[config.mk]
export PLATFORM = sky130hd
export DESIGN_NAME = rom_read_master
export DESIGN_NICKNAME = d
export VERILOG_FILES = /design/src/rtl/rom_master_pkg.sv /design/src/rtl/rom_read_master.sv
export SDC_FILE = /design/constraint.sdc
export NUM_CORES = 1
export LEC_CHECK = 0
export ABC_AREA = 0
export CORE_ASPECT_RATIO = 0.7
export CORE_UTILIZATION = 50
export DETAILED_ROUTE_END_ITERATION = 10
export PLACE_DENSITY = 0.78
export SLEW_MARGIN = 20
export SYNTH_ARGS = -nofsm -noshare
export SYNTH_HDL_FRONTEND = slang
export SYNTH_SLANG_ARGS = --single-unit
export TNS_END_PERCENT = 20
[constraint.sdc]
create_clock -name clk -period 4.1 [get_ports clk]
set_clock_uncertainty 0.05 [all_clocks]
set_input_delay 0.41 -clock clk [delete_from_list [all_inputs] [get_ports clk]]
set_output_delay 0.41 -clock clk [all_outputs]
set_load 0.005 [all_outputs]
[src/rtl/rom_master_pkg.sv]
// rtl/rom_master_pkg.sv - shared types and constants for the boot ROM read master
package rom_master_pkg;

  typedef enum logic [1:0] {
    BOOT_LO = 2'd0,
    BOOT_HI = 2'd1,
    IDLE    = 2'd2,
    WAIT    = 2'd3
  } state_t;

  localparam logic [1:0]  ROM_WIN_MSB      = 2'b11;
  localparam logic [11:0] VEC_LO           = 12'hFFC;
  localparam logic [11:0] VEC_HI           = 12'hFFD;
  localparam logic [7:0]  OPEN_BUS_DEFAULT = 8'hFF;

  // The ROM image is mirrored across 0xC000-0xFFFF; only the top two address bits decide.
  function automatic logic in_rom_window(input logic [1:0] addr_msb);
    return addr_msb == ROM_WIN_MSB;
  endfunction

endpackage

[src/rtl/rom_read_master.sv]
// rtl/rom_read_master.sv - 6502 read initiator for the registered-read boot ROM
module rom_read_master
  import rom_master_pkg::*;
#(
  parameter int         TIMEOUT  = 15,
  parameter logic [7:0] OPEN_BUS = OPEN_BUS_DEFAULT
) (
  input  logic        clk,
  input  logic        reset_n,
  input  logic        cpu_req,
  input  logic [15:0] cpu_addr,
  output logic        cpu_rdy,
  output logic        cpu_ack,
  output logic [7:0]  cpu_data,
  output logic        cpu_err,
  input  logic        cache_flush,
  output logic [15:0] reset_vector,
  output logic        boot_done,
  output logic [11:0] rom_address,
  output logic        rom_oe,
  input  logic        rom_valid,
  input  logic [7:0]  rom_q
);

  localparam int CW = $clog2(TIMEOUT + 1) + 1;

  state_t        state;
  logic          boot_issued;
  logic [CW-1:0] wait_cnt;
  logic          cache_valid;
  logic [11:0]   cache_tag;
  logic [7:0]    cache_data;
  logic [7:0]    vec_lo;
  logic [7:0]    vec_hi;
  logic          resp;
  logic          expired;
  logic          cache_hit;
  logic [1:0]    unused_addr_bits;

  // Mirrored window: bits 13:12 never select anything.
  assign unused_addr_bits = cpu_addr[13:12];

  // A response is only legal one cycle after the strobe, so a valid coinciding
  // with our own strobe cycle is stale and must not complete the read.
  assign resp    = rom_valid && !rom_oe;
  assign expired = !rom_oe && !rom_valid && (wait_cnt == CW'(TIMEOUT));

  // A flush in the acceptance cycle beats the hit.
  assign cache_hit = cache_valid && !cache_flush && (cache_tag == cpu_addr[11:0]);

  assign reset_vector = {vec_hi, vec_lo};

  // Boot vector fetch, request arbitration, ROM wait/timeout and cache upkeep.
  always_ff @(posedge clk or negedge reset_n) begin
    if (!reset_n) begin
      state       <= BOOT_LO;
      boot_issued <= 1'b0;
      wait_cnt    <= '0;
      cache_valid <= 1'b0;
      cache_tag   <= '0;
      cache_data  <= '0;
      vec_lo      <= '0;
      vec_hi      <= '0;
      cpu_rdy     <= 1'b0;
      cpu_ack     <= 1'b0;
      cpu_err     <= 1'b0;
      cpu_data    <= OPEN_BUS;
      boot_done   <= 1'b0;
      rom_address <= '0;
      rom_oe      <= 1'b0;
    end else begin
      rom_oe  <= 1'b0;
      cpu_ack <= 1'b0;
      cpu_err <= 1'b0;
      // A fill later in this block overrides this clear.
      if (cache_flush) cache_valid <= 1'b0;

      case (state)
        BOOT_LO, BOOT_HI: begin
          if (!boot_issued) begin
            boot_issued <= 1'b1;
            rom_address <= VEC_LO;
            rom_oe      <= 1'b1;
            wait_cnt    <= '0;
          end else if (resp) begin
            if (state == BOOT_LO) begin
              vec_lo      <= rom_q;
              rom_address <= VEC_HI;
              rom_oe      <= 1'b1;
              wait_cnt    <= '0;
              state       <= BOOT_HI;
            end else begin
              vec_hi      <= rom_q;
              boot_done   <= 1'b1;
              boot_issued <= 1'b0;
              cpu_rdy     <= 1'b1;
              state       <= IDLE;
            end
          end else if (!rom_oe) begin
            // No answer in time: re-strobe the same vector address.
            if (wait_cnt == CW'(TIMEOUT)) begin
              rom_oe   <= 1'b1;
              wait_cnt <= '0;
            end else begin
              wait_cnt <= wait_cnt + 1'b1;
            end
          end
        end

        IDLE: begin
          if (cpu_req) begin
            if (!in_rom_window(cpu_addr[15:14])) begin
              cpu_ack  <= 1'b1;
              cpu_data <= OPEN_BUS;
            end else if (cache_hit) begin
              cpu_ack  <= 1'b1;
              cpu_data <= cache_data;
            end else begin
              rom_address <= cpu_addr[11:0];
              rom_oe      <= 1'b1;
              wait_cnt    <= '0;
              cpu_rdy     <= 1'b0;
              state       <= WAIT;
            end
          end
        end

        WAIT: begin
          if (resp) begin
            cpu_data    <= rom_q;
            cache_data  <= rom_q;
            cache_tag   <= rom_address;
            cache_valid <= 1'b1;
            cpu_ack     <= 1'b1;
            cpu_rdy     <= 1'b1;
            state       <= IDLE;
          end else if (expired) begin
            cpu_data    <= OPEN_BUS;
            cpu_ack     <= 1'b1;
            cpu_err     <= 1'b1;
            cache_valid <= 1'b0;
            cpu_rdy     <= 1'b1;
            state       <= IDLE;
          end else if (!rom_oe) begin
            wait_cnt <= wait_cnt + 1'b1;
          end
        end

        default: state <= BOOT_LO;
      endcase
    end
  end

endmodule
Word-level counts from Yosys, hierarchy flattened
Index checks and enable logic that the tools add are counted.
{"block": "classes", "muxes": 66, "n_eq_ne": 21, "addsub": 1, "n_bitwise": 1, "reduce_logical": 20}
{"cell": "12-bit 2-to-1 mux", "count": 6}
{"cell": "5-bit 2-to-1 mux", "count": 11}
{"cell": "8-bit 2-to-1 mux", "count": 5}
{"cell": "1-bit 2-to-1 mux", "count": 29}
{"cell": "12-bit one-hot mux with 2 select lines", "count": 1}
{"cell": "2-bit != test, second input constant", "count": 9}
{"cell": "2-bit 2-to-1 mux", "count": 8}
{"cell": "8-bit one-hot mux with 2 select lines", "count": 1}
{"cell": "5-bit one-hot mux with 3 select lines", "count": 1}
{"cell": "12-bit == test", "count": 1}
{"cell": "3-bit != test, second input constant", "count": 4}
{"cell": "4-bit AND reduction", "count": 3}
{"cell": "6-bit AND reduction", "count": 2}
{"cell": "4-bit != test, second input constant", "count": 2}
{"cell": "8-bit AND reduction", "count": 1}
{"cell": "7-bit AND reduction", "count": 1}
{"cell": "2-bit == test, second input constant", "count": 3}
{"cell": "2-bit one-hot mux with 3 select lines", "count": 1}
{"cell": "5-bit by 1-bit adder with 5-bit output, second input constant", "count": 1}
{"cell": "5-bit by 4-bit == test with 1-bit output, second input constant", "count": 1}
{"cell": "1-bit logical AND", "count": 5}
{"cell": "1-bit one-hot mux with 2 select lines", "count": 2}
{"cell": "2-bit nonzero test", "count": 2}
{"cell": "1-bit zero test", "count": 3}
{"cell": "other kinds (6)", "count": 6}
{"block": "totals", "elab_cells": 124, "regBits": 70, "inputBits": 29}

Logic depth before layout (Yosys ltp)
Gate-level depths: netlist of the first run.
{"block": "logic_depth", "word_depth": 7, "mapped_depth": 9, "ltp_nobuf": 8}

Worst setup path before layout of the first run
OpenSTA, ideal clock, no wires.
{"block": "synth_timing", "path_kind": "register -> register", "startpoint": "reg wait_cnt[0]", "endpoint": "reg wait_cnt[4]", "stages_incl_launch_ff": 9, "period_less_slack_ns": 2.152, "path_slack_ns": 1.948, "required_ns": 3.925, "setup_ns": 0.125, "n_path_buf": 0, "arrival_time_ns": 1.977, "path_cell_list": "dfrtp_1 ha_1 and3_1 ha_1 or3_1 o221ai_1 nand2_1 a21oi_4 mux2_4"}
{"block": "synth_via", "elab_chain_len": 6}
{"element": "from (decl)", "line_no": "rom_read_master.sv:29", "rtl": "logic [CW-1:0] wait_cnt;"}
{"element": "from (signal assigned)", "line_no": "rom_read_master.sv:105", "rtl": "wait_cnt <= wait_cnt + 1'b1;"}
{"element": "from (signal assigned)", "line_no": "rom_read_master.sv:145", "rtl": "wait_cnt <= wait_cnt + 1'b1;"}
{"element": "5-bit by 1-bit adder with 5-bit output or 5-bit by 4-bit == test with 1-bit output (tied branches)"}
{"element": "5-bit 2-to-1 mux", "line_no": "rom_read_master.sv:101", "rtl": "if (wait_cnt == CW'(TIMEOUT)) begin"}
{"element": "5-bit 2-to-1 mux", "line_no": "rom_read_master.sv:99", "rtl": "end else if (!rom_oe) begin"}
{"element": "5-bit 2-to-1 mux", "line_no": "rom_read_master.sv:85", "rtl": "end else if (resp) begin"}
{"element": "5-bit 2-to-1 mux", "line_no": "rom_read_master.sv:80", "rtl": "if (!boot_issued) begin"}
{"element": "5-bit one-hot mux with 3 select lines", "line_no": "rom_read_master.sv:78", "rtl": "case (state)"}
Parallel ways exist; a longest one is shown, timed or not. The select of a mux whose other input is x is not followed.
A chain may end at the register's enable or synchronous reset.

Final worst setup path of the first run
{"block": "layout_timing", "startpoint": "in rom_valid", "endpoint": "reg cache_data[0]"}
{"block": "layout_via", "elab_chain_len": 2}
{"element": "from (decl)", "line_no": "rom_read_master.sv:21", "rtl": "input logic rom_valid,"}
{"element": "1-bit logical AND", "line_no": "rom_read_master.sv:45", "rtl": "assign resp = rom_valid && !rom_oe;"}
{"element": "2-bit AND reduction (no source line)"}
{"element": "to (signal assigned)", "line_no": "rom_read_master.sv:131", "rtl": "cache_data <= rom_q;"}
{"element": "to (decl)", "line_no": "rom_read_master.sv:32", "rtl": "logic [7:0] cache_data;"}
Every way passes these cells.

==> results.md, run 1 <==
- The hold buffer count at cts is 0.
- The required arrival time at the worst endpoint is about 4.3 ns.
- The clock passes through at most 2 buffers.
- The area fraction in compound gates after synthesis is 0.0787.
- The cell area power density is around 660 nW/µm².
- The leakage power summed over all cells is 1.76 nW.
- The critical path capture point type is a flip-flop.
- The highest clock rate is ~380 MHz.
- The antenna diode count is 0.
- The async set-or-reset flop fraction in the synthesized netlist is 1.00.
- The maximum fanout along the worst path is 18.
- The class of the most critical setup path is input port to flip-flop.
- Synthesis inferred 70 register bits.
- The vertical extent of the die is 68.9 µm.
- After technology mapping, the gate count stands at 263.
- The simple-gate area share of the yosys netlist is 0.110.
- The DRC violations left is 0.
- The HPWL after detailed placement is ~4900 µm.
- The number of gates given a new drive strength after cts is 0.
- The number of global-route vias before repair is approximately 2300.
- The worst setup slack for register-to-register paths is about 1.6 ns.
- Relative to the synthesized area, the layout overhead comes to 29.6%.
- The via density per instance is between 5 and 6.
- The global-route wire length before repair is around 11000 µm.
- The die covers around 6700 µm².
- Setup repair after global routing left no endpoint under its margin.
- The relative slew slack is 0.340.
- The H-tree level count is 3.
- The number of unique standard cell types used by synthesis is between 40 and 50.
- After layout, the minimum clock period comes to ~2.6 ns.
- The count of pins over their slew limit is 0.
- The amount of wire on met3 after detailed routing is ~380 µm.
- The effective utilization at floorplan is 0.539.
- Counting flops with a built-in enable in the synthesized netlist gives 0.
- Dividing the synthesized area by the synthesized cell count gives about 12 µm².
- The sequential standard cell area is ~1800 µm².
- In the finished design, the share of the clock period the worst path needs comes to 0.637.
- The path category of the worst min-delay check is input port to asynchronous set/reset pin.
- At the later pin of the worst-skew pair, clock insertion delay measures ~0.34 ns.
- For this run, the total global-route usage over all layers was measured as 0.222.
- The xor and xnor area share after synthesis is 0.0329.
- The portion of synthesized area spent on multiplexers is 0.180.
- The layout cell share with drive strength beyond 1 is 0.114.
- For this run the aggregate overflow at the end of global routing stands at 0.
- The die is between 90 and 100 µm wide.
- At the end of routability-driven placement, the weighted congestion stood at roughly 0.8.
- Clock tree synthesis found a total of 70 sinks.
- The count of buffers added on input and output ports is 67.
- The maximum resistive drop on vdd is between 300 and 400 µV.
- The startpoint class of the critical path is an input port.
- The share of the Yosys chip area taken by registers is 0.552.
- The post-CTS clock slew at the launch and capture registers of the worst setup and hold paths is about 0.070 ns.
- 70 I/O pins were placed.
- Clock tree synthesis selected as its root buffer the cell clkbuf_8.
- The CTS buffer count is 9.
- The most used flip-flop cell after synthesis is dfrtp_1.
- Summed over all failing endpoints, the final setup total negative slack is 0 ns.
- The routed length on met1 is 3170 µm.
- Yosys printed 0 warnings.
- The filler cells instantiated in the layout total 440.
- The region available for standard cell placement spans 5930 µm².
- Routed signal wires occupy layers up through met4.
- At the end of the flow, the number of nets in the layout was approximately 370.
- The detail route stage leaves a number of antenna-violating nets equal to 0.
- The overall via count from detail_route is about 2200.
- The number of endpoints failing setup at the final stage is 0.
- The library cells used most frequently in the layout, excluding fill and tap cells, are 66 x clkdlybuf4s50_1, 62 x dfrtp_1, 38 x mux2_1.
- For the pin with the worst max-slew slack, the measured transition is a little under 1 ns.
- The clock tree from TritonCTS is done.
- The sum of routed wire length over all layers is 6850 µm.
- The final non-filler cell area is about 4100 µm².
- Wire segments on met2 add up to between 3000 and 4000 µm in the final route.
- The number of antenna violations at the first check in global routing is 0.
- The iteration-0 DRC count of the detailed router is slightly below 60.
- Counting every net in the synthesized netlist gives 295.
- The multi-input combinational cells in the finished layout cover a total of between 1000 and 1500 µm².
- After synthesis, the largest family of logic cells by area is multiplexers.
- The max-capacitance violation count is 0.
- For this run, the detailed router's first-pass iteration total came to 4.
- Once placement finished, the instance area stood at 3930 µm².
- The floorplan has 23 rows.
- Dividing the detail-routed wire length by the instance count gives between 15 and 20 µm.
- The final hold violation count is 0.
- STA puts the critical path data arrival time at 2.78 ns.
- The cell area after synthesis is roughly 3200 µm².
- The post-CTS setup repair buffer count is 0.
- The largest net degree at the start of global routing is 48.
- The run finished with clean final reports.
- The library cell used most frequently in the layout, excluding fill and tap cells, is clkdlybuf4s50_1.
- Of the total synthesized cell area, the portion taken by full adders, half adders and majority gates is 0.0118.
-- state kept, by name (all words and copies together) (netlist names), 2 cells and up --
name / cells
cache_data: 8
cache_tag: 12
cpu_data: 8
rom_address: 12
state: 2
vec_hi: 8
vec_lo: 8
wait_cnt: 5
-- worst max-delay path: stages --
cell	delay (ns)
clkdlybuf4s50_1	0.61
and2b_1	0.23
nand3_1	0.71
buf_4	0.48
mux2_1	0.32
-- Yosys cell counts (2+ instances only) --
cell type | number | area [µm²]
ha_1 | 3 | 37.5
nor4_2 | 2 | 25.0
xor2_1 | 12 | 105
nor2b_1 | 3 | 18.8
mux2i_1 | 12 | 120
nor3b_1 | 8 | 60.1
dfrtp_1 | 62 | 1550
nand3b_1 | 2 | 15.0
o21a_1 | 3 | 22.5
inv_1 | 15 | 56.3
a31oi_1 | 2 | 12.5
nand2b_1 | 4 | 25.0
nor2_1 | 15 | 56.3
o22ai_1 | 8 | 50.1
nand2_1 | 13 | 48.8
buf_2 | 7 | 35.0
o21ai_1 | 4 | 20.0
a21oi_1 | 14 | 70.1
mux2_1 | 38 | 428
nand3_1 | 5 | 25.0
dfstp_2 | 8 | 210
-- cells by family (layout without fill, tap and decap cells) --
family | Yosys count | in the layout
xor+xnor | 12 | 12
fa+ha+maj | 3 | 3
compound gates | 39 | 39
simple gates | 62 | 62
flops | 70 | 70
buf+inv | 25 | 103
mux | 52 | 52
-- power by group --
group / total, W / leakage (nW) / internal (W) / switching (W)
clock network: 0.000567 / 0.0912 / 0.000299 / 0.000268
registers: 0.00122 / 0.813 / 0.00102 / 0.000202
logic: 0.000938 / 0.857 / 0.000586 / 0.000352
total: 0.00272 / 1.76 / 0.00190 / 0.000822
-- layer usage --
| metal | global-route usage | vias up |
|---|---|---|
| met5 | 0 | - |
| met1 | 0.284 | 1098 |
| met3 | 0.0706 | 6 |
| met4 | 0.0699 | 0 |
| met2 | 0.370 | 55 |
| li1 | - | 1061 |
-- final cells by class --
class | instances | share of cell area
clock inverter | 6 | 0.0166
clock buffer | 10 | 0.0333
inverter | 16 | 0.0145
tap | 75 | 0.0227
timing repair buffer | 71 | 0.169
multi-input combinational | 168 | 0.319
sequential | 70 | 0.426
-- through the flow --
| stage | instances | hold WS, ns | util | setup slack, ns | power [W] |
|---|---|---|---|---|---|
| after floorplan | 263 | 0.0644 | - | 1.95 | 0.00163 |
| after global placement | 400 | 0.401 | 0.663 | 1.19 | 0.00213 |
| after detailed placement | 400 | 0.409 | 0.663 | 1.13 | 0.00217 |
| after CTS | 416 | 0.232 | 0.698 | 1.47 | 0.00275 |
| after global routing | 416 | 0.0586 | 0.698 | 1.35 | 0.00290 |
| final | 416 | 0.0192 | 0.698 | 1.49 | 0.00272 |
-- path summary, 6_finish.rpt --
path,startpoint,to,cells after the start
worst max register to register,rom_oe,cache_data[0],4
min in group clk,cpu_data[6],cpu_data[6],2
worst max-delay path,rom_valid,cache_data[0],5
worst min register to register,cpu_data[6],cpu_data[6],2
max in group asynchronous,reset_n,cpu_data[7],2
worst min-delay path,reset_n,cache_data[5],1
Note: power is estimated with default switching activity, not from simulation.
==> run 2: changes to the inputs <==
--- a/config.mk
+++ b/config.mk
@@ -7,9 +7,9 @@
 export LEC_CHECK = 0
 export ABC_AREA = 0
 export CORE_ASPECT_RATIO = 0.7
-export CORE_UTILIZATION = 50
+export CORE_UTILIZATION = 45
 export DETAILED_ROUTE_END_ITERATION = 10
-export PLACE_DENSITY = 0.78
+export PLACE_DENSITY = 0.74
 export SLEW_MARGIN = 20
 export SYNTH_ARGS = -nofsm -noshare
 export SYNTH_HDL_FRONTEND = slang
==> constraint.sdc (replaced) <==
create_clock -name clk -period 2.2 [get_ports clk]
set_clock_uncertainty 0.05 [all_clocks]
set_input_delay 0.22 -clock clk [delete_from_list [all_inputs] [get_ports clk]]
set_output_delay 0.22 -clock clk [all_outputs]
set_load 0.005 [all_outputs]
==> results.md, run 2 (same netlist as run 1, synthesis figures left out) <==
- The core outline area was 6820 µm² (was 5930 µm²).
- The total negative setup slack was 0 ns (unchanged).
- The net count of the finished layout came to 381 (was 368).
- The H-tree level count is 3 (unchanged).
- The antenna diode count is 0 (unchanged).
- The minimum period implied by the final worst setup slack is 2.13 ns.
- The overall via count from detail_route came to 2296 (was 2220).
- The number of cells traversed by the worst register-to-register path is 8 (was 4).
- The CTS buffer count was 9 (unchanged).
- The number of core rows came to 25 (was 23).
- The die width is 103 µm (was 97.5 µm).
- The insertion delay to the later sink of the worst-skew pair is 0.36 ns (was 0.34 ns).
- The number of global-route vias before repair is 2248 (was 2297).
- The clock root buffer is clkbuf_8 (unchanged).
- The vertical extent of the die is 72.5 µm (was 68.9 µm).
- The maximum resistive drop on vdd is 709 µV (was 348 µV).
- The max-capacitance violation count is 0 (unchanged).
- The worst path arrival time is 2.31 ns (was 2.78 ns).
- The path category of the worst min-delay check is input port to asynchronous set/reset pin (unchanged).
- The DRC violations left is 0 (unchanged).
- The count of pins on the block boundary is 70 (unchanged).
- The clock tree from TritonCTS is done (unchanged).
- Largest registers: cache_tag: 12 flops, rom_address: 12 flops (unchanged).
- The post-route fraction of the period consumed by the critical path is 0.966.
- The post-CTS clock slew at the launch and capture registers of the worst setup and hold paths is 0.07 ns (about the same).
- The sum of routed wire length over all layers is 6820 µm (was 6850 µm).
- Status: complete, no violations (unchanged).
- The relative slew slack came to 0.686 (was 0.340).
- The iteration-0 DRC count of the detailed router is 105 (was 59).
- The global-route wire length before repair came to 11300 µm (was 11200 µm).
- The buffer depth of the longest clock path is 2 (unchanged).
- The final HPWL from detailed placement is 4830 µm (was 4870 µm).
- The sequential standard cell area was 1760 µm² (unchanged).
- The routed length per placed instance came to 15.2 µm (was 16.5 µm).
- The class of the most critical setup path was flip-flop to flip-flop (was input port to flip-flop).
- The worst flop-to-flop path startpoint is wait_cnt[1] (was rom_oe).
- The most common cell after layout, fill and taps aside is clkdlybuf4s50_1 (unchanged).
- The residual antenna-violating net count after detailed routing is 0 (unchanged).
- The leakage power summed over all cells came to 1.86 nW (was 1.76 nW).
- The cell area power density is 1230 nW/µm² (was 658 nW/µm²).
- The post-route total power was 0.00533 W (was 0.00272 W).
- The overall fraction of global-route tracks in use is 0.205 (was 0.222).
- The maximum fanout along the worst path is 4 (was 18).
- The critical path capture point type is a flip-flop (unchanged).
- The via density per instance is 5.13 (was 5.34).
- The number of inserted filler cells in the final layout is 559 (was 440).
- The number of clock sinks seen by CTS was 70 (unchanged).
- The transition at the pin with the smallest max-transition slack is 0.464 ns (was 0.988 ns).
- The endpoint of the worst register-to-register path is wait_cnt[4] (was cache_data[0]).
- The total global routing overflow was 0 (unchanged).
- The worst setup slack for register-to-register paths came to 0.07 ns (was 1.64 ns).
- The count of buffers from port buffering was 67 (unchanged).
- The effective utilization at floorplan was 0.468 (was 0.539).
- The layout cell share with drive strength beyond 1 is 0.155 (was 0.114).
- The final hold violation count is 0 (unchanged).
- The startpoint class of the critical path is a flip-flop (was input port).
- The number of endpoints failing setup at the final stage is 0 (unchanged).
- The count of pins over their slew limit is 0 (unchanged).
- The required arrival time at the worst endpoint is 2.39 ns (was 4.27 ns).
- The number of optimization iterations in the first detailed-route pass is 4 (unchanged).
- Leading cell types in the layout, fill and taps excluded: 66 x clkdlybuf4s50_1, 62 x dfrtp_1, 38 x mux2_1 (unchanged).
- The area of the multi-input gates is 1340 µm² (was 1320 µm²).
- The highest clock rate is 470 MHz.
- The layout-stage area growth over the synthesis result is 35.6% (was 29.6%).
- The largest net degree at the start of global routing came to 71 (was 48).
- The final weighted congestion of routability-driven global placement is 0.858 (was 0.791).
- The number of antenna violations at the first check in global routing was 0 (unchanged).
- The total die area was 7440 µm² (was 6720 µm²).
-- run 2: through the flow --
stage	utilization	std cells	worst slack (ns)	instance area, µm²	hold slack [ns]
after floorplan	-	263	0.0482	3190	-0.126
after global placement	0.593	429	0.0431	4040	0.219
after detailed placement	0.593	429	-0.0542	4040	0.222
after CTS	0.630	446	0.00787	4300	0.375
after global routing	0.635	448	-0.0155	4330	0.390
final	0.635	448	0.0744	4330	0.346
-- run 2: layer usage --
| metal | wire length, µm | GRT usage |
|---|---|---|
| met5 | 0 | 0 |
| met1 | 3260 | 0.292 |
| met3 | 382 | 0.0684 |
| met4 | 101 | 0.0794 |
| met2 | 3080 | 0.289 |
-- run 2: how the worst max path moves through the flow --
stage | from | endpoint | slack (ns)
after floorplan | wait_cnt[0] | wait_cnt[4] | 0.05
after global placement | cpu_addr[2] | cpu_data[4] | 0.04
after detailed placement | cpu_addr[6] | cpu_data[7] | -0.05
after CTS | wait_cnt[0] | wait_cnt[4] | 0.008
after global routing | wait_cnt[1] | wait_cnt[3] | -0.02
final | wait_cnt[1] | wait_cnt[4] | 0.07
-- run 2: where the power goes --
part           internal [W]  switching (W)
Sequential          0.00190       0.000378
Combinational       0.00114       0.000659
Clock              0.000756       0.000500
Total               0.00379        0.00154
-- run 2: repair_timing --
item / 4_1_cts / 5_1_grt
endpoints found under the setup margin: 0 / 13
buffers inserted: 0 / 2
gates resized for setup: 0 / 5
hold buffers: 1 / 0
endpoints found under the hold margin: 62 / 0
-- run 2: layout make-up --
class,instances,area share
clock inverter,7,0.0277
inverter,16,0.0139
sequential,70,0.407
tap,94,0.0272
clock buffer,9,0.0286
multi-input combinational,168,0.308
timing repair buffer,84,0.188
-- run 2: critical path, stage by stage, from the launching register on --
cell	delay, ns
dfrtp_1	0.42
ha_2	0.20
and3_1	0.19
ha_1	0.20
or3_4	0.34
o221ai_2	0.08
nand2_2	0.09
a21oi_4	0.14
mux2_4	0.31
